--- src/rtl/bz_sound_mixer.sv ---
// Four-voice sample mixer: snapshot on the 48 kHz strobe, one multiply-accumulate
// per channel, then divide by 8 and saturate to a signed 16-bit output sample.
//
// state | meaning
// IDLE  | waiting for a sample strobe
// MAC0  | accumulate channel 0 (bang/crash voice)
// MAC1  | accumulate channel 1
// MAC2  | accumulate channel 2
// MAC3  | accumulate channel 3
// SAT   | shift, clamp and load the output sample
module bz_sound_mixer (
    input  logic        clk,
    input  logic        reset_n,
    input  logic        clk_en_48KHz,
    input  logic [16:0] ch0_in,
    input  logic [16:0] ch1_in,
    input  logic [16:0] ch2_in,
    input  logic [16:0] ch3_in,
    input  logic [3:0]  gain0,
    input  logic [3:0]  gain1,
    input  logic [3:0]  gain2,
    input  logic [3:0]  gain3,
    input  logic        mute,
    output logic [15:0] out,
    output logic        out_valid,
    output logic        overrun
);

    typedef enum logic [2:0] {
        IDLE = 3'd0,
        MAC0 = 3'd1,
        MAC1 = 3'd2,
        MAC2 = 3'd3,
        MAC3 = 3'd4,
        SAT  = 3'd5
    } state_t;

    state_t state, state_nxt;

    logic [3:0][16:0]   ch_snap;
    logic [3:0][3:0]    gain_snap;
    logic               mute_snap;
    logic signed [23:0] acc;

    logic               snap_load;
    logic               acc_add;
    logic               out_load;
    logic [1:0]         mac_sel;

    logic signed [17:0] mac_diff;
    logic signed [22:0] mac_prod;
    logic signed [23:0] acc_shr;
    logic [15:0]        sat_val;

    always_ff @(posedge clk or negedge reset_n) begin
        if (!reset_n) begin
            state <= IDLE;
        end else begin
            state <= state_nxt;
        end
    end

    always_comb begin
        state_nxt = state;
        snap_load = 1'b0;
        acc_add   = 1'b0;
        out_load  = 1'b0;
        mac_sel   = 2'd0;
        case (state)
            IDLE: begin
                if (clk_en_48KHz) begin
                    snap_load = 1'b1;
                    state_nxt = MAC0;
                end
            end
            MAC0: begin
                acc_add   = 1'b1;
                mac_sel   = 2'd0;
                state_nxt = MAC1;
            end
            MAC1: begin
                acc_add   = 1'b1;
                mac_sel   = 2'd1;
                state_nxt = MAC2;
            end
            MAC2: begin
                acc_add   = 1'b1;
                mac_sel   = 2'd2;
                state_nxt = MAC3;
            end
            MAC3: begin
                acc_add   = 1'b1;
                mac_sel   = 2'd3;
                state_nxt = SAT;
            end
            SAT: begin
                out_load  = 1'b1;
                state_nxt = IDLE;
            end
            default: state_nxt = IDLE;
        endcase
    end

    // Offset removal widens to 18 bits so full-scale 131071 maps to +98303.
    assign mac_diff = $signed({1'b0, ch_snap[mac_sel]}) - 18'sd32768;
    assign mac_prod = 23'(mac_diff) * 23'($signed({1'b0, gain_snap[mac_sel]}));

    assign acc_shr = acc >>> 3;

    always_comb begin
        sat_val = acc_shr[15:0];
        if (acc_shr > 24'sd32767) begin
            sat_val = 16'h7fff;
        end else if (acc_shr < -24'sd32768) begin
            sat_val = 16'h8000;
        end
    end

    always_ff @(posedge clk or negedge reset_n) begin
        if (!reset_n) begin
            ch_snap   <= '0;
            gain_snap <= '0;
            mute_snap <= 1'b0;
            acc       <= '0;
            out       <= '0;
            out_valid <= 1'b0;
            overrun   <= 1'b0;
        end else begin
            out_valid <= 1'b0;
            if (snap_load) begin
                ch_snap   <= {ch3_in, ch2_in, ch1_in, ch0_in};
                gain_snap <= {gain3, gain2, gain1, gain0};
                mute_snap <= mute;
                acc       <= '0;
            end else if (acc_add) begin
                acc <= acc + 24'(mac_prod);
            end
            if (out_load) begin
                out       <= mute_snap ? 16'h0000 : sat_val;
                out_valid <= 1'b1;
            end
            // A strobe outside IDLE is dropped; only the sticky flag records it.
            if (clk_en_48KHz && (state != IDLE)) begin
                overrun <= 1'b1;
            end
        end
    end

endmodule

--- config.mk ---
export PLATFORM = sky130hd
export DESIGN_NAME = bz_sound_mixer
export DESIGN_NICKNAME = d
export VERILOG_FILES = /design/src/rtl/bz_sound_mixer.sv
export SDC_FILE = /design/constraint.sdc
export NUM_CORES = 1
export LEC_CHECK = 0
export ABC_AREA = 1
export BUFFER_PORTS_ARGS = -buffer_cell sky130_fd_sc_hd__buf_2
export CAP_MARGIN = 20
export CORE_MARGIN = 8
export CORE_UTILIZATION = 38
export CTS_BUF_LIST = sky130_fd_sc_hd__clkbuf_8
export CTS_CLUSTER_SIZE = 28
export DETAILED_ROUTE_END_ITERATION = 10
export GPL_TIMING_DRIVEN = 1
export SYNTH_ARGS = -nofsm -noshare
export SYNTH_HDL_FRONTEND = slang
export SYNTH_SLANG_ARGS = --single-unit
--- constraint.sdc ---
create_clock -name clk -period 8.93 [get_ports clk]
set_input_delay 0.4465 -clock clk [delete_from_list [all_inputs] [get_ports clk]]
set_output_delay 0.4465 -clock clk [all_outputs]
set_load 0.02 [all_outputs]
* Word-level counts from Yosys, hierarchy flattened
Index checks and enable logic that the tools add are counted.
** Operators by class
- Add/sub/neg operators :: 2
- Reductions and logical operators :: 5
- Magnitude comparators :: 3
- Mux-type cells :: 17
- Eq/ne operators :: 6
- Multiply operators :: 1
** Operator list (count)
- two-way mux 16 bit :: 3
- two-way mux 24 bit :: 2
- binary-select mux 17 bit (select 2 bit) :: 1
- adder 24 x 23 -> 24 bit :: 1
- multiplier 18 x 5 -> 23 bit :: 1
- greater-than comparator 21 x 16 -> 1 bit, second input constant :: 1
- < comparator 21 x 16 -> 1 bit, second input constant :: 1
- subtractor 17 x 16 -> 18 bit, second input constant :: 1
- two-way mux 17 bit :: 1
- case mux 3 bit (5 select lines) :: 1
- binary-select mux 4 bit (select 2 bit) :: 1
- equality test 3 x 2 -> 1 bit, second input constant :: 2
- equality test 3 bit, second input constant :: 2
- case mux 2 bit (3 select lines) :: 1
- two-way mux 1 bit :: 5
- two-way mux 4 bit :: 1
- OR reduction 4 bit :: 1
- equality test 3 x 1 -> 1 bit, second input constant :: 1
- logical NOT 3 bit :: 1
- < comparator 2 x 3 -> 1 bit, second input constant :: 1
- two-way mux 3 bit :: 1
- nonzero test 3 bit :: 1
- inequality test 2 bit, second input constant :: 1
- nonzero test 2 bit :: 1
- logical AND 1 bit :: 1
** Word-level totals
- Register bits :: 130
- Input port bits :: 88
- Word-level logic and storage cells :: 48
- Output and inout port bits :: 18

* Depth between registers and ports, before layout
- Depth after elaboration :: 9
- Gate-level depth with buffers :: 29
- Gate-level depth less buffers :: 27

* Least setup slack after synthesis
No wires, ideal clock.
- Path kind :: register to register
- From :: register state[1]
- To :: register acc[23]
- Library setup time :: 0.117 ns
- Data arrival time :: 4.647 ns
- Clock period less this slack :: 4.764 ns
- Slack :: 4.166 ns
- Cell stages (with the launch flop) :: 26
- Cells stage by stage :: dfrtp_1 > nor2_4 > nand2_4 > nand2_4 > buf_4 > buf_2 > nand2_1 > a32o_1 > ha_1 > or2_2 > fa_1 > inv_1 > fa_1 > inv_1 > fa_1 > inv_1 > ha_1 > nand2_1 > nor2_1 > nand2_1 > nor2_1 > nand2_1 > nand3_1 > nand2_1 > nand3_1 > nand2_1
** Between the ends
- Word-level cells in the longest chain between the ends :: 9
** Ends and longest elaborated chain
- from (decl) :: RTL line 38 : state_t state, state_nxt;
- from (signal assigned) :: RTL line 59 : state <= state_nxt;
- equality test 3 bit or equality test 3 x 2 -> 1 bit (tied branches) :: RTL line 69 : case (state)
- case mux 2 bit (3 select lines) :: RTL line 69
- binary-select mux 17 bit (select 2 bit) :: RTL line 105 : assign mac_diff = $signed({1'b0, ch_snap[mac_sel]}) - 18'sd32768;
- two-way mux 17 bit (implied by the code) :: RTL line 105
- subtractor 17 x 16 -> 18 bit :: RTL line 105
- multiplier 18 x 5 -> 23 bit :: RTL line 106 : assign mac_prod = 23'(mac_diff) * 23'($signed({1'b0, gain_snap[mac_sel]}));
- adder 24 x 23 -> 24 bit :: RTL line 136 : acc <= acc + 24'(mac_prod);
- two-way mux 24 bit :: RTL line 135 : end else if (acc_add) begin
- two-way mux 24 bit :: RTL line 130 : if (snap_load) begin
- to (signal assigned) :: RTL line 136
- to (decl) :: RTL line 43 : logic signed [23:0] acc;
Several ways; a longest one is shown, not always the timed one. The select of a mux whose other input is x is not followed.
A chain may end at the register's enable or synchronous reset.

* Final worst setup path
- From :: register state[2]
- To :: register acc[21]
The elaborated chain is that of the path after synthesis.

==> run_results.csv <==
group,metric,value,unit
yosys,synth_top_flop_cell,"dfrtp_1",
placed_design,place_congestion,0.886,
final_layout,num_antenna_cells,0,
global_route,grt_pass1_vias,8293,
sta,rsz0062_at_grt,"no",
floorplanning,die_area,30600,um^2
yosys,synth_seq_cells,130,
flow_run,drv_cap,0,
setup_path,cp_max_fo,49,
routing,drc,0,
setup_path,crit_arrival,6.17,ns
yosys,syn_area,9590,um^2
final_layout,multi_input_comb_area,5190,um^2
routing,wl_met2,11700,um
sta,setup_tns,0,ns
final_layout,syn_to_final_growth,12.4,%
yosys,ys_async_sr_fraction,100,%
clock_tree,cts_buffer_depth,2,
clock_tree,htree_levels,4,
sta,finalMaxSlewViolations,0,
yosys,ys_warn_count,0,
global_route,grt_max_degree,94,
floorplanning,core,25000,um^2
global_route,grt_pass1_wl,41700,um
routing,top_layer,"met4",
final_layout,final.fill_count,2604,
clock_tree,worstSkewPairLatency,0.46,ns
global_route,overflow,0,
floorplanning,io_pins,106,
clock_tree,cts.sink_count,130,
routing,drt-met1-wl,11400,um
floorplanning,fp.dieW,175,um
placed_design,port_buffers,105,
routing,via_count,8031,
routing,wl_per_cell,14.3,um
sta,period_minus_slack,5.81,ns
floorplanning,die_h,175,um
yosys,syn-num-nets,1482,
global_route,antenna_found_initial,0,
clock_tree,cts_resized,0,
sta,max_slew_margin,29.0,%
routing,drt_iter0_markers,554,
clock_tree,clk_pin_slew,0.09,ns
sta,worst_pin_slew,1.06,ns
routing,drtAntennaViolNets,0,
yosys,ys_seq_area_share,33.9,%
yosys,synth_cell_type_count,42,
sta,hold_viol,0,
final_layout,most-common-layout-cells,"nand2_1 (459), inv_1 (231), dfrtp_1 (130)",
final_layout,final_common_cell,"nand2_1",
routing,dr_wl_met3,1130,um
floorplanning,initial_utilization,38.4,%
final_layout,regArea,3250,um^2
global_route,globalRouteTotalUtil,16.7,%
setup_path,cp-start-kind,"flop",
run_status,outcome,"finished clean",
clock_tree,cts_root_buffer,"clkbuf_8",
clock_tree,cts_made_buffers,17,
yosys,synth-edff-count,0,
sta,finalCritPeriodShare,65.1,%
final_layout,finalNetCount,1568,
clock_tree,cts_tree,"yes",
min_path,hp-class,"primary input to flop",
setup_path,cp-end-kind,"flop",
placed_design,dp_hpwl,18800,um
routing,dr.pass1.iters,5,
routing,wl,24500,um
setup_path,criticalPathCategory,"flop to flop",
sta,fmax,0.172,GHz
setup_path,required,9.28,ns
floorplanning,row_count,58,
yosys,syn-instance-count,1284,
final_layout,layout-drive-gt1-share,13.2,%
sta,fin_skew,0.0177,ns
routing,via_per_inst,4.69,
setup_path,rrSetupSlack,3.12,ns
sta,setup_viol,0,
yosys,synth_area_per_cell,7.47,um^2
[timing repair]
action | 4_1_cts | 5_1_grt
buffers inserted | 0 | 0
hold buffers | 1 | 0
endpoints found under the hold margin | 53 | 0
[flip-flops by register name (all words and copies together) (netlist names)]
| name | cells |
|---|---|
| ch_snap | 68 |
| acc | 24 |
| gain_snap | 16 |
| out | 16 |
| state | 3 |
| mute_snap | 1 |
| out_valid | 1 |
| overrun | 1 |
[area by class of cell]
cell class / instances / share of cell area, %
clock buffer: 17 / 2.17
clock inverter: 14 / 1.88
inverter: 244 / 8.49
multi-input combinational: 867 / 48.2
sequential: 130 / 30.2
tap: 330 / 3.83
timing repair buffer: 110 / 5.30
[Yosys cell counts (5+ instances only)]
library cell  number  area [um^2]
a21oi_1           34          170
a22oi_2            7         87.6
buf_1              5         18.8
buf_2              8         40.0
buf_4             10         75.1
clkbuf_1          16         60.1
dfrtp_1          130         3250
fa_1              60         1200
ha_1              50          626
inv_1            231          867
inv_2             12         45.0
nand2_1          459         1720
nand3_1           45          225
nand3b_1           5         37.5
nor2_1            66          248
nor2_2            12         75.1
o21ai_0           57          285
o21ai_1            6         30.0
o22ai_1           16          100
or2_1             10         62.6
[worst paths after layout]
kind                       cells after the start  startpoint           end
hold / removal                                 3    gain0[0]  gain_snap[0]
setup / recovery                              27    state[2]       acc[21]
hold reg to reg                                1     overrun       overrun
max in group asynchronous                      3     reset_n   ch_snap[41]
min in group asynchronous                      2     reset_n   ch_snap[31]
setup reg to reg                              27    state[2]       acc[21]
[through the flow]
stage	util (%)	cells	instance area (um^2)	setup slack, ns	hold WS [ns]
2_1_floorplan	-	1284	9590	4.17	0.151
3_3_place_gp	41.4	1680	10300	3.12	0.438
3_5_place_dp	41.4	1680	10300	3.11	0.445
4_1_cts	43.2	1712	10800	3.10	0.157
5_1_grt	43.2	1712	10800	2.58	0.162
6_report	43.2	1712	10800	3.12	0.182
[kinds of logic after synthesis]
group | count (synthesis) | share of synthesized area (%)
xor+xnor | 3 | 0.274
flops | 130 | 33.9
fa+ha+maj | 110 | 19.0
compound gates | 138 | 8.58
buf+inv | 287 | 12.0
simple gates | 616 | 26.1
[worst max-delay path: stages (launching register included)]
cell      delay, ns
dfrtp_1        0.44
nor2_1         0.17
nand2_1        0.33
nand2_4        0.54
inv_2          0.22
nor2_1         0.13
nor2_1         0.07
nor2_2         0.24
ha_1           0.19
inv_1          0.05
nor2_1         0.15
inv_1          0.19
fa_1           0.54
inv_1          0.05
fa_1           0.47
inv_1          0.05
fa_1           0.53
inv_1          0.05
ha_1           0.40
nand2_1        0.10
inv_1          0.08
nand2_1        0.10
nor2_1         0.18
nand3b_1       0.17
nand3_1        0.12
nand2_1        0.05
nand3_1        0.07
nand2_1        0.06
[layer usage]
metal	GRT usage, %	vias to the layer above
li1	-	4056
met3	3.06	19
met2	27.8	189
met5	0	-
met4	4.06	0
met1	22.0	3767
Power is left out: the tool's default activity adds up to more than one toggle a clock period on the data nets, which glitch-free logic cannot reach.
